===== src/rtl/ringbuffer_pkg.sv =====
// +--------------------------------------------------------------------------+
// | ringbuffer_pkg                                                           |
// | Types and shared defaults for the ADC sample ring buffer and its reader. |
// | Rev 1.0 - initial release                                                |
// +--------------------------------------------------------------------------+
`default_nettype none

package ringbuffer_pkg;

   // Defaults shared with the ring buffer writer
   localparam int c_rb_size  = 12;
   localparam int c_rb_width = 14;

   typedef enum logic [1:0] {
      ST_IDLE      = 2'd0,
      ST_WAIT_POST = 2'd1,
      ST_READ      = 2'd2,
      ST_DRAIN     = 2'd3
   } rb_state_t;

endpackage

`default_nettype wire


===== src/rtl/readout_skid2.sv =====
// +--------------------------------------------------------------------------+
// | readout_skid2                                                            |
// | Two-entry output buffer with empty-bypass; reports occupancy for credit. |
// | Rev 1.0 - initial release                                                |
// +--------------------------------------------------------------------------+
`default_nettype none

module readout_skid2 #(
   parameter int DW = 16
) (
   input  logic          clk,
   input  logic          rst_n,
   input  logic          i_valid,
   input  logic [DW-1:0] i_data,
   output logic          o_valid,
   output logic [DW-1:0] o_data,
   input  logic          i_ready,
   output logic [1:0]    o_count
);

   logic [DW-1:0] r_mem [2];
   logic          r_rd_ptr;
   logic          r_wr_ptr;
   logic [1:0]    r_count;
   logic          w_empty;
   logic          w_push;
   logic          w_pop;

   // An incoming word goes straight out when nothing is queued ahead of it;
   // it is only stored when it cannot leave in the cycle it arrives.
   always_comb begin
      w_empty = (r_count == 2'd0);
      w_pop   = !w_empty && i_ready;
      w_push  = i_valid && !(w_empty && i_ready);
      o_valid = !w_empty || i_valid;
      o_data  = '0;
      if (!w_empty) begin
         o_data = r_mem[r_rd_ptr];
      end else if (i_valid) begin
         o_data = i_data;
      end
   end

   assign o_count = r_count;

   always_ff @(posedge clk or negedge rst_n) begin
      if (!rst_n) begin
         r_mem[0] <= '0;
         r_mem[1] <= '0;
         r_rd_ptr <= 1'b0;
         r_wr_ptr <= 1'b0;
         r_count  <= 2'd0;
      end else begin
         if (w_push) begin
            r_mem[r_wr_ptr] <= i_data;
            r_wr_ptr        <= ~r_wr_ptr;
         end
         if (w_pop) begin
            r_rd_ptr <= ~r_rd_ptr;
         end
         case ({w_push, w_pop})
            2'b10:   r_count <= r_count + 2'd1;
            2'b01:   r_count <= r_count - 2'd1;
            default: r_count <= r_count;
         endcase
      end
   end

endmodule

`default_nettype wire


===== src/rtl/ringbuffer_readout.sv =====
// +--------------------------------------------------------------------------+
// | ringbuffer_readout                                                       |
// | Trigger-driven window reader: waits for post-trigger samples, then       |
// | streams PRE+POST samples from the ring buffer in order.                  |
// | Rev 1.0 - initial release                                                |
// +--------------------------------------------------------------------------+
`default_nettype none

module ringbuffer_readout
   import ringbuffer_pkg::*;
#(
   parameter int SIZE  = c_rb_size,
   parameter int WIDTH = c_rb_width,
   parameter int PRE   = 32,
   parameter int POST  = 96
) (
   input  logic             clk,
   input  logic             rst_n,
   input  logic             i_trigger,
   input  logic             i_rb_wr_en,
   input  logic [SIZE-1:0]  i_rb_aout,
   input  logic [WIDTH-1:0] i_rb_dout,
   output logic             o_rb_rd_en,
   output logic [SIZE-1:0]  o_rb_ain,
   output logic [WIDTH-1:0] o_m_data,
   output logic             o_m_valid,
   input  logic             i_m_ready,
   output logic             o_m_first,
   output logic             o_m_last,
   output logic             o_busy,
   output logic             o_overrun
);

   localparam int c_cw = SIZE + 1;
   localparam int c_ww = SIZE + 2;
   localparam int c_dw = WIDTH + 2;

   localparam logic [c_cw-1:0] c_total = c_cw'(PRE + POST);
   localparam logic [c_cw-1:0] c_post  = c_cw'(POST);
   localparam logic [SIZE-1:0] c_pre   = SIZE'(PRE);
   localparam logic [c_ww-1:0] c_room  = c_ww'((2 ** SIZE) - PRE);
   localparam logic [c_ww-1:0] c_wmax  = {c_ww{1'b1}};

   rb_state_t       r_state;
   rb_state_t       w_state_nxt;
   logic [SIZE-1:0] r_start;
   logic [c_cw-1:0] r_post_cnt;
   logic [c_ww-1:0] r_wr_cnt;
   logic [c_ww-1:0] w_wr_cnt_inc;
   logic [c_cw-1:0] r_rd_idx;
   logic            r_inflight;
   logic            r_if_first;
   logic            r_if_last;
   logic            r_overrun;
   logic [1:0]      w_count;
   logic            w_credit_ok;
   logic            w_rd_issue;
   logic            w_last_issue;
   logic [c_dw-1:0] w_skid_in;
   logic [c_dw-1:0] w_skid_out;

   // Credit: buffered words plus the one read in flight must stay below two
   always_comb begin
      w_credit_ok  = (w_count == 2'd0) || ((w_count == 2'd1) && !r_inflight);
      w_rd_issue   = (r_state == ST_READ) && (r_rd_idx < c_total) && w_credit_ok;
      w_last_issue = w_rd_issue && (r_rd_idx == c_total - c_cw'(1));
      w_wr_cnt_inc = r_wr_cnt;
      if (i_rb_wr_en && (r_wr_cnt != c_wmax)) begin
         w_wr_cnt_inc = r_wr_cnt + c_ww'(1);
      end
   end

   assign o_rb_rd_en = w_rd_issue;
   assign o_rb_ain   = w_rd_issue ? (r_start + r_rd_idx[SIZE-1:0]) : '0;
   assign o_busy     = (r_state != ST_IDLE);
   assign o_overrun  = r_overrun;

   always_comb begin
      w_state_nxt = r_state;
      case (r_state)
         ST_IDLE: begin
            if (i_trigger) begin
               w_state_nxt = (i_rb_wr_en && (POST == 1)) ? ST_READ : ST_WAIT_POST;
            end
         end
         ST_WAIT_POST: begin
            if (i_rb_wr_en && ((r_post_cnt + c_cw'(1)) == c_post)) begin
               w_state_nxt = ST_READ;
            end
         end
         ST_READ: begin
            if (w_last_issue) begin
               w_state_nxt = ST_DRAIN;
            end
         end
         ST_DRAIN: begin
            if (o_m_valid && i_m_ready && o_m_last) begin
               w_state_nxt = ST_IDLE;
            end
         end
         default: w_state_nxt = ST_IDLE;
      endcase
   end

   always_ff @(posedge clk or negedge rst_n) begin
      if (!rst_n) begin
         r_state <= ST_IDLE;
      end else begin
         r_state <= w_state_nxt;
      end
   end

   // The trigger cycle's own write is the first post-trigger sample
   always_ff @(posedge clk or negedge rst_n) begin
      if (!rst_n) begin
         r_start    <= '0;
         r_post_cnt <= '0;
         r_wr_cnt   <= '0;
         r_rd_idx   <= '0;
         r_overrun  <= 1'b0;
      end else begin
         case (r_state)
            ST_IDLE: begin
               if (i_trigger) begin
                  r_start    <= i_rb_aout - c_pre;
                  r_post_cnt <= i_rb_wr_en ? c_cw'(1) : '0;
                  r_wr_cnt   <= i_rb_wr_en ? c_ww'(1) : '0;
                  r_rd_idx   <= '0;
                  r_overrun  <= 1'b0;
               end
            end
            ST_WAIT_POST: begin
               if (i_rb_wr_en) begin
                  r_post_cnt <= r_post_cnt + c_cw'(1);
               end
               r_wr_cnt <= w_wr_cnt_inc;
            end
            ST_READ: begin
               r_wr_cnt <= w_wr_cnt_inc;
               if (w_rd_issue) begin
                  r_rd_idx <= r_rd_idx + c_cw'(1);
                  if (r_wr_cnt > c_room) begin
                     r_overrun <= 1'b1;
                  end
               end
            end
            default: begin
            end
         endcase
      end
   end

   always_ff @(posedge clk or negedge rst_n) begin
      if (!rst_n) begin
         r_inflight <= 1'b0;
         r_if_first <= 1'b0;
         r_if_last  <= 1'b0;
      end else begin
         r_inflight <= w_rd_issue;
         r_if_first <= w_rd_issue && (r_rd_idx == '0);
         r_if_last  <= w_last_issue;
      end
   end

   assign w_skid_in = {r_if_first, r_if_last, i_rb_dout};

   readout_skid2 #(
      .DW (c_dw)
   ) u_skid (
      .clk     (clk),
      .rst_n   (rst_n),
      .i_valid (r_inflight),
      .i_data  (w_skid_in),
      .o_valid (o_m_valid),
      .o_data  (w_skid_out),
      .i_ready (i_m_ready),
      .o_count (w_count)
   );

   assign o_m_first = w_skid_out[c_dw-1];
   assign o_m_last  = w_skid_out[c_dw-2];
   assign o_m_data  = w_skid_out[WIDTH-1:0];

endmodule

`default_nettype wire


===== config.mk =====
export PLATFORM = sky130hd
export DESIGN_NAME = ringbuffer_readout
export DESIGN_NICKNAME = d
export VERILOG_FILES = /design/src/rtl/ringbuffer_pkg.sv /design/src/rtl/readout_skid2.sv /design/src/rtl/ringbuffer_readout.sv
export SDC_FILE = /design/constraint.sdc
export NUM_CORES = 1
export LEC_CHECK = 0
export ABC_AREA = 0
export CORE_UTILIZATION = 30
export CTS_CLUSTER_DIAMETER = 150
export DETAILED_ROUTE_END_ITERATION = 6
export PLACE_DENSITY = 0.51
export SYNTH_ARGS = -nofsm -noshare
export SYNTH_HDL_FRONTEND = slang
export SYNTH_SLANG_ARGS = --single-unit

===== constraint.sdc =====
create_clock -name clk -period 3 [get_ports clk]
set_input_delay 0.45 -clock clk [delete_from_list [all_inputs] [get_ports clk]]
set_output_delay 0.45 -clock clk [all_outputs]
set_load 0.02 [all_outputs]

---- Word-level counts from Yosys, hierarchy flattened ----
Index checks and enable logic that the tools add are counted.
operators by class
  $add $sub $neg .......................... 7
  order comparisons ....................... 5
  eq/ne operators ......................... 17
  muxes and demuxes ....................... 30
  bitwise logic cells ..................... 4
  reductions and logical operators ........ 33
operators with widths
  operator                                                          count
  two-way mux 16 bit                                                6
  two-way mux 13 bit                                                4
  case mux 13 bit (2 select lines)                                  2
  bitwise mux 32 bit                                                1
  two-way mux 14 bit                                                2
  case mux 14 bit (2 select lines)                                  1
  adder 13 x 1 -> 13 bit (second input constant)                    2
  equality test 13 x 7 -> 1 bit (second input constant)             2
  demux 16 bit (select 1 bit)                                       1
  adder 14 x 1 -> 14 bit (second input constant)                    1
  greater-than comparator 14 x 12 -> 1 bit (second input constant)  1
  inequality test 14 bit (second input constant)                    1
  logical AND 1 bit                                                 13
  zero test 13 bit                                                  1
  < comparator 13 x 8 -> 1 bit (second input constant)              1
  adder 12 bit                                                      1
  two-way mux 12 bit                                                1
  inequality test 2 bit (second input constant)                     6
  subtractor 12 x 6 -> 12 bit (second input constant)               1
  nonzero test 2 bit                                                5
  AND reduction 3 bit                                               3
  two-way mux 2 bit                                                 4
  case mux 2 bit (4 select lines)                                   1
  AND reduction 4 bit                                               2
  17 further kinds                                                  33
storage, ports and cells
  register bits after elaboration ......... 94
  input bits .............................. 31
  output and inout bits ................... 32
  logic and storage cells ................. 110

---- Longest topological paths before layout ----
  word-level depth ........................ 8
  gate-level depth with buffers ........... 10
  mapped depth without buffers ............ 9

---- By module ----
From an unflattened synthesis, not the netlist that was laid out.
second synthesis, totals
  cells, all modules ...................... 553
  area total of the unflattened synthesis .. 5,561.6 um^2
modules (own cells, without submodules)
  module              instances  cells each  area each (um^2)  sequential area each (um^2)
  ringbuffer_readout  1          412         3,693.5           1,451.4
  readout_skid2       1          141         1,868.0           900.9

---- Least setup slack after synthesis ----
No wires, ideal clock.
  kind .................................... register to output
  from .................................... reg r_rd_idx[3]
  to ...................................... out o_rb_ain[11]
  arrival time ............................ 2.179 ns
  path slack .............................. 0.371 ns
  cell stages (with the launch flop) ...... 7
  path through ............................ dfrtp_1 -> ha_1 -> or4_1 -> a21oi_1 -> nor3_1 -> a311oi_1 -> mux2i_1
on the way
  longest elaborated chain between the ends .. 4
  elaborated cells between the ends (all ways) .. 5
  classes of those cells .................. 1 x add/sub; 1 x order compare; 1 x mux; 2 x reduce/logical
ends and longest elaborated chain
  element                         RTL line                   RTL
  from (decl)                     ringbuffer_readout.sv:50   logic [c_cw-1:0] r_rd_idx;
  from (signal assigned)          ringbuffer_readout.sv:141  r_rd_idx <= r_rd_idx + c_cw'(1);
  < comparator 13 x 8 -> 1 bit    ringbuffer_readout.sv:65   w_rd_issue = (r_state == ST_READ) && (r_rd_idx < c_total) && w_credit_ok;
  logical AND 1 bit (2 in a row)  ringbuffer_readout.sv:65
  two-way mux 12 bit *            ringbuffer_readout.sv:74   assign o_rb_ain = w_rd_issue ? (r_start + r_rd_idx[SIZE-1:0]) : '0;
  to (decl)                       ringbuffer_readout.sv:24   output logic [SIZE-1:0] o_rb_ain,
Mark *: on every way between the ends. The rest lies on a longest branch, timed or not.

---- Final worst setup path ----
  from .................................... reg r_start[0]
  to ...................................... out o_rb_ain[10]
on the way
  longest elaborated chain between the ends .. 2
ends and longest elaborated chain
  element                 RTL line                   RTL
  from (decl)             ringbuffer_readout.sv:46   logic [SIZE-1:0] r_start;
  from (signal assigned)  ringbuffer_readout.sv:125  r_start <= i_rb_aout - c_pre;
  adder 12 bit            ringbuffer_readout.sv:74
  two-way mux 12 bit      ringbuffer_readout.sv:74
Every way passes these cells.

==> flow_summary.yaml <==
placement:
  dpl.hpwl_um: 8880
  numPlacedInstances: 863
  postPlaceCellArea_sq_um: 6530
  gp_congestion: 0.778
  port_buffers: 62
sta:
  rsz0062_at_grt: "true"
  final_max_slew_viol_count: 0
  hold_viol_final: 0
  fin_hold_ws_ns: 0.0929
  post-route-period-util_pct: 98.5
  setup_viol: 0
  period_needed_ns: 2.96
  relSlewSlack_pct: 49.9
  fmax_ghz: 0.338
  tightest_slew_ns: 0.745
  skew_ns: 0.00816
cts:
  htree_num_levels: 3
  cts_root_buf: "clkbuf_16"
  clock-sinks: 94
  cts_buffers: 9
  holdBufCountCts: 0
  insertion_delay_ns: 0.35
  clock_path_buffers: 2
  cts_tree: "yes"
  path_clk_slew_ns: 0.06
grt:
  grt_pass1_wl_um: 21600
  first_global_vias: 4436
  grt_start_max_net_pins: 53
  gr-usage-all-layers_pct: 14.7
  antenna_found_initial: 0
  gr-total-overflow: 0
final_layout:
  antennaDiodeCount: 0
  syn2layout_area_growth_pct: 26.6
  layout-drive-gt1-share_pct: 17.2
  layout.nets: 704
  fillers: 1807
  final_cell_count_no_fill: 881
  final_area_sq_um: 6930
run_status:
  status: "finished clean"
logic_synthesis:
  syn-num-nets: 619
  ys.flop_type: "dfrtp_1"
  netlist_instances: 563
  synth-edff-count: 0
  synth_seq_area_share_pct: 43.0
  synth.distinct_cells: 62
  avgSynthCellArea_sq_um: 9.72
  syn_area_sq_um: 5470
  yosysTopAreaCell: "dfrtp_1"
  ys_seq_elements: 94
  ys_warn_count: 0
  async_reset_ff_share_pct: 100
  synth_area_leaders: "dfrtp_1, mux2_2, o21ai_0, ha_1, nand2_1"
  synth_top_area_share_pct: 43.0
flow_run:
  cap_violations: 0
die:
  initial_core_util_pct: 30.6
  core_area_sq_um: 17900
  rows: 49
  die_y_um: 137
  die_x_um: 137
  design.die.area_sq_um: 18800
  io_pins: 63
worst_setup_path:
  cp-end-kind: "output pin"
  worstSetupPathType: "reg -> out"
  cp-start-kind: "flip-flop"
  required_ns: 2.55
  arrival_ns: 2.51
  cp_max_fo: 3
drt:
  ant_nets: 0
  drt_iter0_drc: 197
  drt-wirelength-per-cell_um: 14.3
  drt_wl_total_um: 12600
  dr.pass1.iters: 4
  vias: 4400
  viasPerCell: 4.99
  drc: 0
pwr:
  total_power_mw: 3.49
  powerDensity_nw_per_um2: 505
  p_leak_nw: 3.40
  vdd_drop_max_mv: 0.264
hold_path:
  holdCritPathClass: "in -> async"
[cell usage in the layout, fill, tap and decap left out, drive strengths merged, types with 11 or more instances in the layout]
cell	n
inv	19
a21oi	12
clkdlybuf4s50	36
dfrtp	94
o21ai	64
nand2	62
nor2	39
mux2i	21
nor3	14
nand3	19
xor2	15
buf	38
clkbuf	11
dlymetal6s2s	16
nand4	12
ha	24
mux2	37
[through the flow]
stage / TNS, ns / setup WS (ns) / utilization [%]
2_1_floorplan: 0 / 0.371 / -
3_3_place_gp: -0.221 / -0.131 / 36.5
3_5_place_dp: -0.407 / -0.200 / 36.5
4_1_cts: -0.0369 / -0.0369 / 38.4
5_1_grt: -0.179 / -0.103 / 38.7
6_report: 0 / 0.0437 / 38.7
[Yosys cell counts, types with 2 or more instances]
master and number:
a211oi_1 2, a21o_1 5, a21oi_1 12, a31oi_1 3
and2_1 3, and3_1 8, and4b_1 2, buf_1 2
buf_2 6, clkbuf_1 13, dfrtp_1 94, ha_1 24
inv_1 18, mux2_2 37, mux2i_1 21, nand2_1 62
nand2b_1 9, nand3_1 19, nand4_1 11, nand4b_1 2
nor2_1 39, nor2b_1 6, nor3_1 14, nor4_1 3
nor4bb_1 2, o211ai_1 4, o21a_1 8, o21ai_0 64
o31ai_1 9, or2_2 3, or3_1 2, or4_1 3
xnor2_1 10, xor2_1 15
[final timing paths]
path | from | end | slack, ns | cells past startpoint
max | r_start[0]$_DFFE_PN0P_ | o_rb_ain[10] | 0.04 | 10
min | rst_n | u_skid.r_mem[3]$_DFFE_PN0P_ | 0.09 | 1
max reg2reg | r_state[0]$_DFFE_PN0P_ | r_wr_cnt[12]$_DFFE_PN0P_ | 0.51 | 8
min reg2reg | u_skid.o_count[1]$_DFFE_PN0P_ | u_skid.o_count[1]$_DFFE_PN0P_ | 0.49 | 2
max in group asynchronous | rst_n | r_wr_cnt[12]$_DFFE_PN0P_ | 2.22 | 2
min in group clk | u_skid.o_count[1]$_DFFE_PN0P_ | u_skid.o_count[1]$_DFFE_PN0P_ | 0.49 | 2
[sequential cells by signal, summed over array words and instances, names as in the netlist]
name             count
u_skid.r_mem        32
r_rd_idx            13
o_overrun            1
r_inflight           1
u_skid.o_count       2
r_start             12
r_state              2
r_if_first           1
u_skid.r_rd_ptr      1
r_post_cnt          13
r_wr_cnt            14
u_skid.r_wr_ptr      1
r_if_last            1
[metal layers]
layer	vias up	wire, um	track usage (%)
met1	2115	6060	19.3
met2	86	5820	24.0
met4	0	157	4.82
li1	2186	-	-
met3	13	546	3.00
met5	-	0	0
[final cells by class]
| type | count | area [sq um] | share of cell area [%] |
|---|---|---|---|
| clock inverters | 5 | 82.6 | 1.19 |
| well taps | 229 | 287 | 4.14 |
| multi-input cells | 427 | 2970 | 42.9 |
| flip-flops and latches | 94 | 2350 | 34.0 |
| inverters | 19 | 76.3 | 1.10 |
| repair buffers | 97 | 918 | 13.3 |
| clock buffers | 10 | 239 | 3.45 |
[cell families (layout without fill, tap and decap cells)]
kind of cell	Yosys count	in the layout	share of synthesized area, %
buf+inv	42	131	3.13
compound gates	122	122	14.0
fa+ha+maj	25	25	5.86
simple gates	197	197	18.5
xor+xnor	25	25	4.00
mux	58	58	11.5
flops	94	94	43.0
[power breakdown]
part           switching, mW  total (mW)  internal, mW
Sequential             0.147        1.54          1.39
Combinational          0.376       0.709         0.333
Clock                  0.495        1.25         0.751
Total                   1.02        3.49          2.48
[worst max-delay path: stages, from the launching register on]
cell	delay [ns]
dfrtp_1	0.39
ha_1	0.22
inv_1	0.07
fa_1	0.19
nor2b_2	0.05
o21a_1	0.19
o21ai_2	0.17
a21oi_2	0.11
o31ai_2	0.25
mux2i_1	0.23
clkdlybuf4s15_2	0.28
[repair_timing]
action	CTS	global route
gates resized for setup	22	24
cloned	0	0
pin swaps	2	0
setup buffers	3	0
setup endpoints to repair	10	21
Power figures use the tool's default switching activity.
